--- src/rtl/sd_spi_pkg.sv ---
// sd_spi_pkg: shared FSM state type and constants for the SD SPI byte engine.
package sd_spi_pkg;

   typedef enum logic [1:0] {
      IDLE = 2'd0,
      LOW  = 2'd1,
      HIGH = 2'd2,
      INIT = 2'd3
   } state_t;

   localparam int unsigned INIT_CLOCKS = 80;
   localparam int unsigned BITS        = 8;

endpackage

--- src/rtl/sd_spi_clkdiv.sv ---
// sd_spi_clkdiv: SD_CK half-period counter. Counts while run is high and
// raises tc on the clock where the count equals the selected divider.
module sd_spi_clkdiv #(
   parameter int unsigned DIV_SLOW = 63,
   parameter int unsigned DIV_FAST = 1,
   parameter int unsigned CNT_W    = 8
) (
   input  logic clk,
   input  logic reset,
   input  logic run,
   input  logic sel_fast,
   output logic tc
);

   logic [CNT_W-1:0] cnt_r;
   logic [CNT_W-1:0] div_s;

   // Select the active divider and flag the terminal count.
   always_comb begin
      div_s = '0;
      if (sel_fast) begin
         div_s = CNT_W'(DIV_FAST);
      end else begin
         div_s = CNT_W'(DIV_SLOW);
      end
      tc = run && (cnt_r == div_s);
   end

   // Half-period counter: held at zero when idle, wraps on terminal count.
   always_ff @(posedge clk) begin
      if (reset) begin
         cnt_r <= '0;
      end else if (!run || tc) begin
         cnt_r <= '0;
      end else begin
         cnt_r <= cnt_r + CNT_W'(1);
      end
   end

endmodule

--- src/rtl/sd_spi_master.sv ---
// sd_spi_master: SPI mode-0 byte engine for the PCXT SD port.
// Optional build macro SD_SPI_INIT_CLOCKS_EN adds an INIT phase after reset
// that issues 80 slow SD_CK cycles with SD_nCS and SD_DI held high.
module sd_spi_master
   import sd_spi_pkg::*;
#(
   parameter int unsigned DIV_SLOW = 63,
   parameter int unsigned DIV_FAST = 1,
   parameter int unsigned CNT_W    = 8
) (
   input  logic       clk_chipset,
   input  logic       reset,
   input  logic       start,
   input  logic [7:0] tx_data,
   input  logic       fast,
   input  logic       cs_write,
   input  logic       cs_value,
   output logic       busy,
   output logic       done,
   output logic [7:0] rx_data,
   output logic       SD_nCS,
   output logic       SD_CK,
   output logic       SD_DI,
   input  logic       SD_DO
);

   state_t     state_r, state_nxt;
   logic [7:0] shift_r, shift_nxt;
   logic [2:0] bit_r,   bit_nxt;
   logic       fast_r,  fast_nxt;
   logic       ck_r,    ck_nxt;
   logic       di_r,    di_nxt;
   logic       ncs_r,   ncs_nxt;
   logic       busy_r,  busy_nxt;
   logic       done_r,  done_nxt;
   logic [7:0] rx_r,    rx_nxt;
   logic       run_s;
   logic       tc_s;
`ifdef SD_SPI_INIT_CLOCKS_EN
   logic [6:0] init_r,  init_nxt;
`endif

   assign run_s = (state_r != IDLE);

   sd_spi_clkdiv #(
      .DIV_SLOW (DIV_SLOW),
      .DIV_FAST (DIV_FAST),
      .CNT_W    (CNT_W)
   ) u_clkdiv (
      .clk      (clk_chipset),
      .reset    (reset),
      .run      (run_s),
      .sel_fast (fast_r),
      .tc       (tc_s)
   );

   // State register.
   always_ff @(posedge clk_chipset) begin
      if (reset) begin
`ifdef SD_SPI_INIT_CLOCKS_EN
         state_r <= INIT;
`else
         state_r <= IDLE;
`endif
      end else begin
         state_r <= state_nxt;
      end
   end

   // Next-state and next-output logic for the byte engine.
   always_comb begin
      state_nxt = state_r;
      shift_nxt = shift_r;
      bit_nxt   = bit_r;
      fast_nxt  = fast_r;
      ck_nxt    = ck_r;
      di_nxt    = di_r;
      ncs_nxt   = ncs_r;
      busy_nxt  = busy_r;
      done_nxt  = 1'b0;
      rx_nxt    = rx_r;
`ifdef SD_SPI_INIT_CLOCKS_EN
      init_nxt  = init_r;
`endif
      case (state_r)
         IDLE: begin
            busy_nxt = 1'b0;
            if (start) begin
               shift_nxt = tx_data;
               fast_nxt  = fast;
               busy_nxt  = 1'b1;
               di_nxt    = tx_data[7];
               bit_nxt   = 3'(BITS - 1);
               state_nxt = LOW;
            end else begin
               state_nxt = IDLE;
            end
            if (cs_write) begin
               ncs_nxt = cs_value;
            end else begin
               ncs_nxt = ncs_r;
            end
         end
         LOW: begin
            if (tc_s) begin
               ck_nxt    = 1'b1;
               shift_nxt = {shift_r[6:0], SD_DO};
               state_nxt = HIGH;
            end else begin
               state_nxt = LOW;
            end
         end
         HIGH: begin
            if (tc_s) begin
               ck_nxt = 1'b0;
               if (bit_r != 3'd0) begin
                  bit_nxt   = bit_r - 3'd1;
                  di_nxt    = shift_r[7];
                  state_nxt = LOW;
               end else begin
                  state_nxt = IDLE;
                  busy_nxt  = 1'b0;
                  done_nxt  = 1'b1;
                  rx_nxt    = shift_r;
                  di_nxt    = 1'b1;
               end
            end else begin
               state_nxt = HIGH;
            end
         end
`ifdef SD_SPI_INIT_CLOCKS_EN
         INIT: begin
            busy_nxt = 1'b1;
            ncs_nxt  = 1'b1;
            di_nxt   = 1'b1;
            if (tc_s) begin
               if (!ck_r) begin
                  ck_nxt = 1'b1;
               end else begin
                  ck_nxt = 1'b0;
                  if (init_r == 7'(INIT_CLOCKS - 1)) begin
                     init_nxt  = 7'd0;
                     busy_nxt  = 1'b0;
                     state_nxt = IDLE;
                  end else begin
                     init_nxt = init_r + 7'd1;
                  end
               end
            end else begin
               state_nxt = INIT;
            end
         end
`endif
         default: begin
            state_nxt = IDLE;
            busy_nxt  = 1'b0;
            ck_nxt    = 1'b0;
            di_nxt    = 1'b1;
         end
      endcase
   end

   // Datapath and registered pin/status outputs.
   always_ff @(posedge clk_chipset) begin
      if (reset) begin
         shift_r <= 8'h00;
         bit_r   <= 3'd0;
         fast_r  <= 1'b0;
         ck_r    <= 1'b0;
         di_r    <= 1'b1;
         ncs_r   <= 1'b1;
         busy_r  <= 1'b0;
         done_r  <= 1'b0;
         rx_r    <= 8'h00;
      end else begin
         shift_r <= shift_nxt;
         bit_r   <= bit_nxt;
         fast_r  <= fast_nxt;
         ck_r    <= ck_nxt;
         di_r    <= di_nxt;
         ncs_r   <= ncs_nxt;
         busy_r  <= busy_nxt;
         done_r  <= done_nxt;
         rx_r    <= rx_nxt;
      end
   end

`ifdef SD_SPI_INIT_CLOCKS_EN
   // Counter of completed SD_CK cycles during the power-up clock train.
   always_ff @(posedge clk_chipset) begin
      if (reset) begin
         init_r <= 7'd0;
      end else begin
         init_r <= init_nxt;
      end
   end
`endif

   assign busy    = busy_r;
   assign done    = done_r;
   assign rx_data = rx_r;
   assign SD_nCS  = ncs_r;
   assign SD_CK   = ck_r;
   assign SD_DI   = di_r;

endmodule

--- config.mk ---
export PLATFORM = sky130hd
export DESIGN_NAME = sd_spi_master
export DESIGN_NICKNAME = d
export VERILOG_FILES = /design/src/rtl/sd_spi_pkg.sv /design/src/rtl/sd_spi_clkdiv.sv /design/src/rtl/sd_spi_master.sv
export SDC_FILE = /design/constraint.sdc
export NUM_CORES = 1
export LEC_CHECK = 0
export BUFFER_PORTS_ARGS = -buffer_cell sky130_fd_sc_hd__buf_2
export CAP_MARGIN = 20
export CORE_AREA = 2 2 65 61
export DETAILED_ROUTE_END_ITERATION = 10
export DIE_AREA = 0 0 67 63
export PLACE_DENSITY = 0.72
export SKIP_LAST_GASP = 1
export SLEW_MARGIN = 20
export SYNTH_ARGS = -nofsm -noshare
export SYNTH_HDL_FRONTEND = slang
export SYNTH_SLANG_ARGS = --single-unit
--- constraint.sdc ---
create_clock -name clk_chipset -period 2.2 [get_ports clk_chipset]
set_clock_uncertainty 0.2 [all_clocks]
set_input_delay 0.22 -clock clk_chipset [delete_from_list [all_inputs] [get_ports clk_chipset]]
set_output_delay 0.22 -clock clk_chipset [all_outputs]
set_load 0.005 [all_outputs]
# Yosys cells after proc, flatten, opt, wreduce, memory -nomap -nowiden
# Cells that the tools add are included.
# totals
reg_bits,35
in_bits,15
out_inout_bits,13
elab_cells,69
# classes
add_sub_neg,2
eq_ne,8
muxes,25
n_bitwise,5
reduce_logical,18
# ops
cell,count
two-way mux 8 bit,2
case mux 8 bit (2 select lines),1
AND reduction 3 bit,5
two-way mux 1 bit,11
two-way mux 3 bit,3
case mux 1 bit (3 select lines),3
"adder 8 x 1 -> 8 bit, second input constant",1
== test 8 x 6 -> 1 bit,1
two-way mux 6 bit,1
"!= test 2 bit, second input constant",3
case mux 2 bit (3 select lines),1
case mux 3 bit (2 select lines),1
nonzero test 2 bit,3
NOT 1 bit,5
two-way mux 2 bit,2
"!= test 2 x 1 -> 1 bit, second input constant",2
AND reduction 2 bit,2
AND reduction 4 bit,1
nonzero test 3 bit,1
OR reduction 3 bit,1
"subtractor 3 x 1 -> 3 bit, second input constant",1
"== test 2 x 1 -> 1 bit, second input constant",1
"== test 2 bit, second input constant",1
zero test 2 bit,1
4 further kinds,4

# Depth between registers and ports, before layout
# logic_depth
word_depth,5
mapped_depth,6
depth_no_buf,6

# Cells and area by module
# A second synthesis with hierarchy kept.
# unflattened
hier_cells,165
hier_area_um2,1592.8
# by_module_without_submodules
module,n_inst,cells_per_inst,area_per_inst_um2,seq_area_each_um2
sd_spi_master,1,126,1233.7,540.5
sd_spi_clkdiv,1,39,359.1,160.2

# Least setup slack after synthesis
# OpenSTA, ideal clock, no wires.
# synth_timing
kind,register to register
startpoint,reg u_clkdiv.cnt_r[1]
endpoint,"reg rx_r[0], in the netlist rx_data[0]"
setup_ns,0.072
arrival_time_ns,1.858
t_required_ns,1.928
slack_ns,0.070
stages_incl_launch_ff,6
n_path_buf,1
period_less_slack_ns,2.130
cell_sequence,dfxtp_1 -> or4b_4 -> o22a_4 -> buf_6 -> nor4_4 -> mux2i_1
# synth_between
elab_chain_len,3
# synth_lines
item,line_no,source
from (decl),sd_spi_clkdiv.sv:15,logic [CNT_W-1:0] cnt_r;
from (signal assigned),sd_spi_clkdiv.sv:36,cnt_r <= cnt_r + CNT_W'(1);
== test 8 x 6 -> 1 bit,sd_spi_clkdiv.sv:26,tc = run && (cnt_r == div_s);
logical AND 1 bit,sd_spi_clkdiv.sv:26,
AND reduction 3 bit (no source line),n/a,
to (signal assigned),sd_spi_master.sv:184,rx_r <= rx_nxt;
to (decl),sd_spi_master.sv:36,"logic [7:0] rx_r, rx_nxt;"
# Every way passes these cells.
# A chain may end at the register's enable or synchronous reset.

# Final worst setup path
# Ends and elaborated chain as after synthesis.

==> run metrics <==
status finished, final reports clean; Max Fclk 0.482 GHz; largest net degree at the start of global routing 31; Routed WL per cell 12.9 um; Pwr per Cell Area 651 mW/mm^2; Clk Latency, worst-skew pair 0.29 ns; total die area 0.00422 sq mm; Hold Violations, Final 0; Post-synth EDFFs 0; setup ws final 0.127 ns; async set-reset flop share out of synthesis 0%; DRT Wirelength 3520 um; Layout area overhead 20.1%; GRT Total Usage 19.4%; initial antenna violation count 0; grt ovf 0; vias in the first global route 1381; # diodes 0; Pins Over Slew Limit 0; DIE WIDTH 67 um; Worst Path Arrival 2.09 ns; Layout fillers 336; Hold Path Class input pin to register; worst vdd ir 446 uV; share of cells above drive strength 1 22.5%; Worst slew margin 41.4%; Final period util 94.2%; CP endpoint kind register; clock tree buffer depth 2; Final ANT Viol Nets 0; CTS root buf clkbuf_8; num rows 21; mapped cell area 0.00169 sq mm; Iteration-0 DRC Markers 112; synthesized area per cell 8.92 sq um; htree depth 2; Seq/Total Area, Yosys 41.4%; P_sw 0.000354 W; number of port buffers 27; Syn. warnings 0; Clk pin slew, worst setup/hold paths 0.07 ns; share of power burned in the clock network 33.7%; unrepaired setup endpoints after global routing false; maxcap violations 0; Min Clock Period, post-route 2.07 ns; # IOs 28; Crit Path Max Fanout 11; Mapped Cells 190; Pleak 0.819 nW; Crit Path Category register to register; Post-Place Cells 263; Die Ht 63 um; Detailed Place HPWL 2540 um; pre-CTS setup slack 0.115 ns; Internal Power 0.000971 W; combinational share of power 14.5%; dpl cell area 0.00193 sq mm; TNS Setup 0 ns; Main synth FF type dfxtp_1; final setup vio count 0; GPL Wtd Cong 0.839; CP Launch Type register; Finished Cell Area 0.00203 sq mm; first-pass detailed-route iteration total 4; synthesized flop and latch total 35; clock sink count 35; Least-Margin Pin Slew 0.878 ns; CTS tree yes; CTS Buf Count 5; Non-Filler Instances 273; post-synthesis cell type count 39; # DRC 0; switching part of the total power 26.7%; final total power 0.00133 W; final net count 244; first-pass GRT wire length 6280 um; Critical Path RT 2.22 ns; syn_nets 208; Via Count 1458; Seq pwr share 51.8%; via density per instance 5.34; core area 0.00357 sq mm; Starting Density 47.4%
-- Yosys cell counts (2+ instances only) --
| master | n | area share (%) |
|---|---|---|
| a211oi_1 | 4 | 1.8 |
| a21oi_1 | 5 | 1.5 |
| and3_1 | 2 | 0.74 |
| buf_1 | 2 | 0.44 |
| clkbuf_1 | 7 | 1.6 |
| dfxtp_1 | 35 | 41 |
| ha_1 | 3 | 2.2 |
| inv_1 | 3 | 0.66 |
| mux2i_1 | 16 | 9.5 |
| nand2_1 | 24 | 5.3 |
| nand2b_1 | 12 | 4.4 |
| nand3_1 | 11 | 3.2 |
| nand4_1 | 2 | 0.74 |
| nand4b_1 | 2 | 1.0 |
| nor2_1 | 13 | 2.9 |
| nor2b_1 | 3 | 1.1 |
| nor3_1 | 10 | 3.0 |
| o211ai_1 | 8 | 3.5 |
| o21ai_0 | 3 | 0.89 |
| o22ai_1 | 2 | 0.74 |
| xor2_1 | 5 | 2.6 |
-- worst max-delay path: stages, from the launching register on --
cell     delay (ns)
dfxtp_1        0.35
or4b_4         0.55
o22a_4         0.27
nor4_4         0.27
buf_4          0.19
mux2i_1        0.18
-- registers in the layout, summed over array words and instances (netlist names) --
register / flops
SD_CK: 1
SD_DI: 1
SD_nCS: 1
bit_r: 3
busy: 1
done: 1
fast_r: 1
rx_data: 8
shift_r: 8
state_r: 2
u_clkdiv.cnt_r: 8
-- cell type report --
cell class / instances / area, sq um / area share, %
Clock inverter: 2 / 12.5 / 0.615
Timing Repair Buffer: 39 / 243 / 11.9
Tap cell: 46 / 57.6 / 2.83
Clock buffer: 6 / 72.6 / 3.57
Sequential cell: 35 / 701 / 34.4
Inverter: 3 / 11.3 / 0.554
Multi-Input combinational cell: 142 / 937 / 46.1
-- cells by family after synthesis --
logic type,count (synthesis),share of synthesized area (%)
AOI/OAI and AO/OA,29,12.9
xor gates and xnor gates,6,3.10
adders and majority gates,3,2.22
buffers and inverters,13,3.32
DFF,35,41.4
muxes,17,10.1
and+or+nand+nor,87,27.0
-- per-layer routing --
metal / wire [um] / vias to the layer above / GRT usage [%]
li1: - / 752 / -
met1: 1720 / 660 / 27.7
met2: 1530 / 42 / 27.8
met3: 224 / 4 / 5.59
met4: 45 / 0 / 6.12
met5: 0 / - / 0
-- cells in the final DEF (no fill, tap or decap), drive strengths merged, types with 5 or more instances in the layout --
master / instances
mux2i: 16
buf: 37
xor2: 5
nand3: 11
o211ai: 8
dfxtp: 35
nand2b: 12
nor2: 13
clkbuf: 6
nand2: 24
nor3: 10
a21oi: 5
-- final timing paths --
path                            slack, ns  cells after the start                      end                          from
worst max-delay path                 0.13                      5  rx_data[0]$_SDFFE_PP0P_  u_clkdiv.cnt_r[1]$_SDFF_PP0_
worst min-delay path                 0.01                      3      SD_nCS$_SDFFE_PP1P_                      cs_write
worst max register to register       0.13                      5  rx_data[0]$_SDFFE_PP0P_  u_clkdiv.cnt_r[1]$_SDFF_PP0_
worst min register to register       0.26                      2  rx_data[6]$_SDFFE_PP0P_       rx_data[6]$_SDFFE_PP0P_
-- per-stage QoR --
step | hold slack [ns] | util (%)
after floorplan | 0.156 | -
after global placement | 0.244 | 54.0
after detailed placement | 0.246 | 54.0
after CTS | 0.0184 | 56.9
after global routing | 0.0232 | 56.9
final | 0.0117 | 56.9
-- power by group through the flow --
stage          logic (W)  registers, W  clock network (W)
2_1_floorplan   0.000130      0.000692                  0
3_3_place_gp    0.000187      0.000700                  0
3_5_place_dp    0.000189      0.000700                  0
4_1_cts         0.000192      0.000686           0.000460
5_1_grt         0.000215      0.000692           0.000491
6_report        0.000192      0.000687           0.000447
-- what timing repair did --
| action | CTS | global route |
|---|---|---|
| hold buffers | 2 | 0 |
| resized for setup | 0 | 0 |
| endpoints found under the hold margin | 2 | 0 |
| setup buffers | 0 | 0 |
| endpoints found under the setup margin | 0 | 0 |
Power figures use the tool's default switching activity.
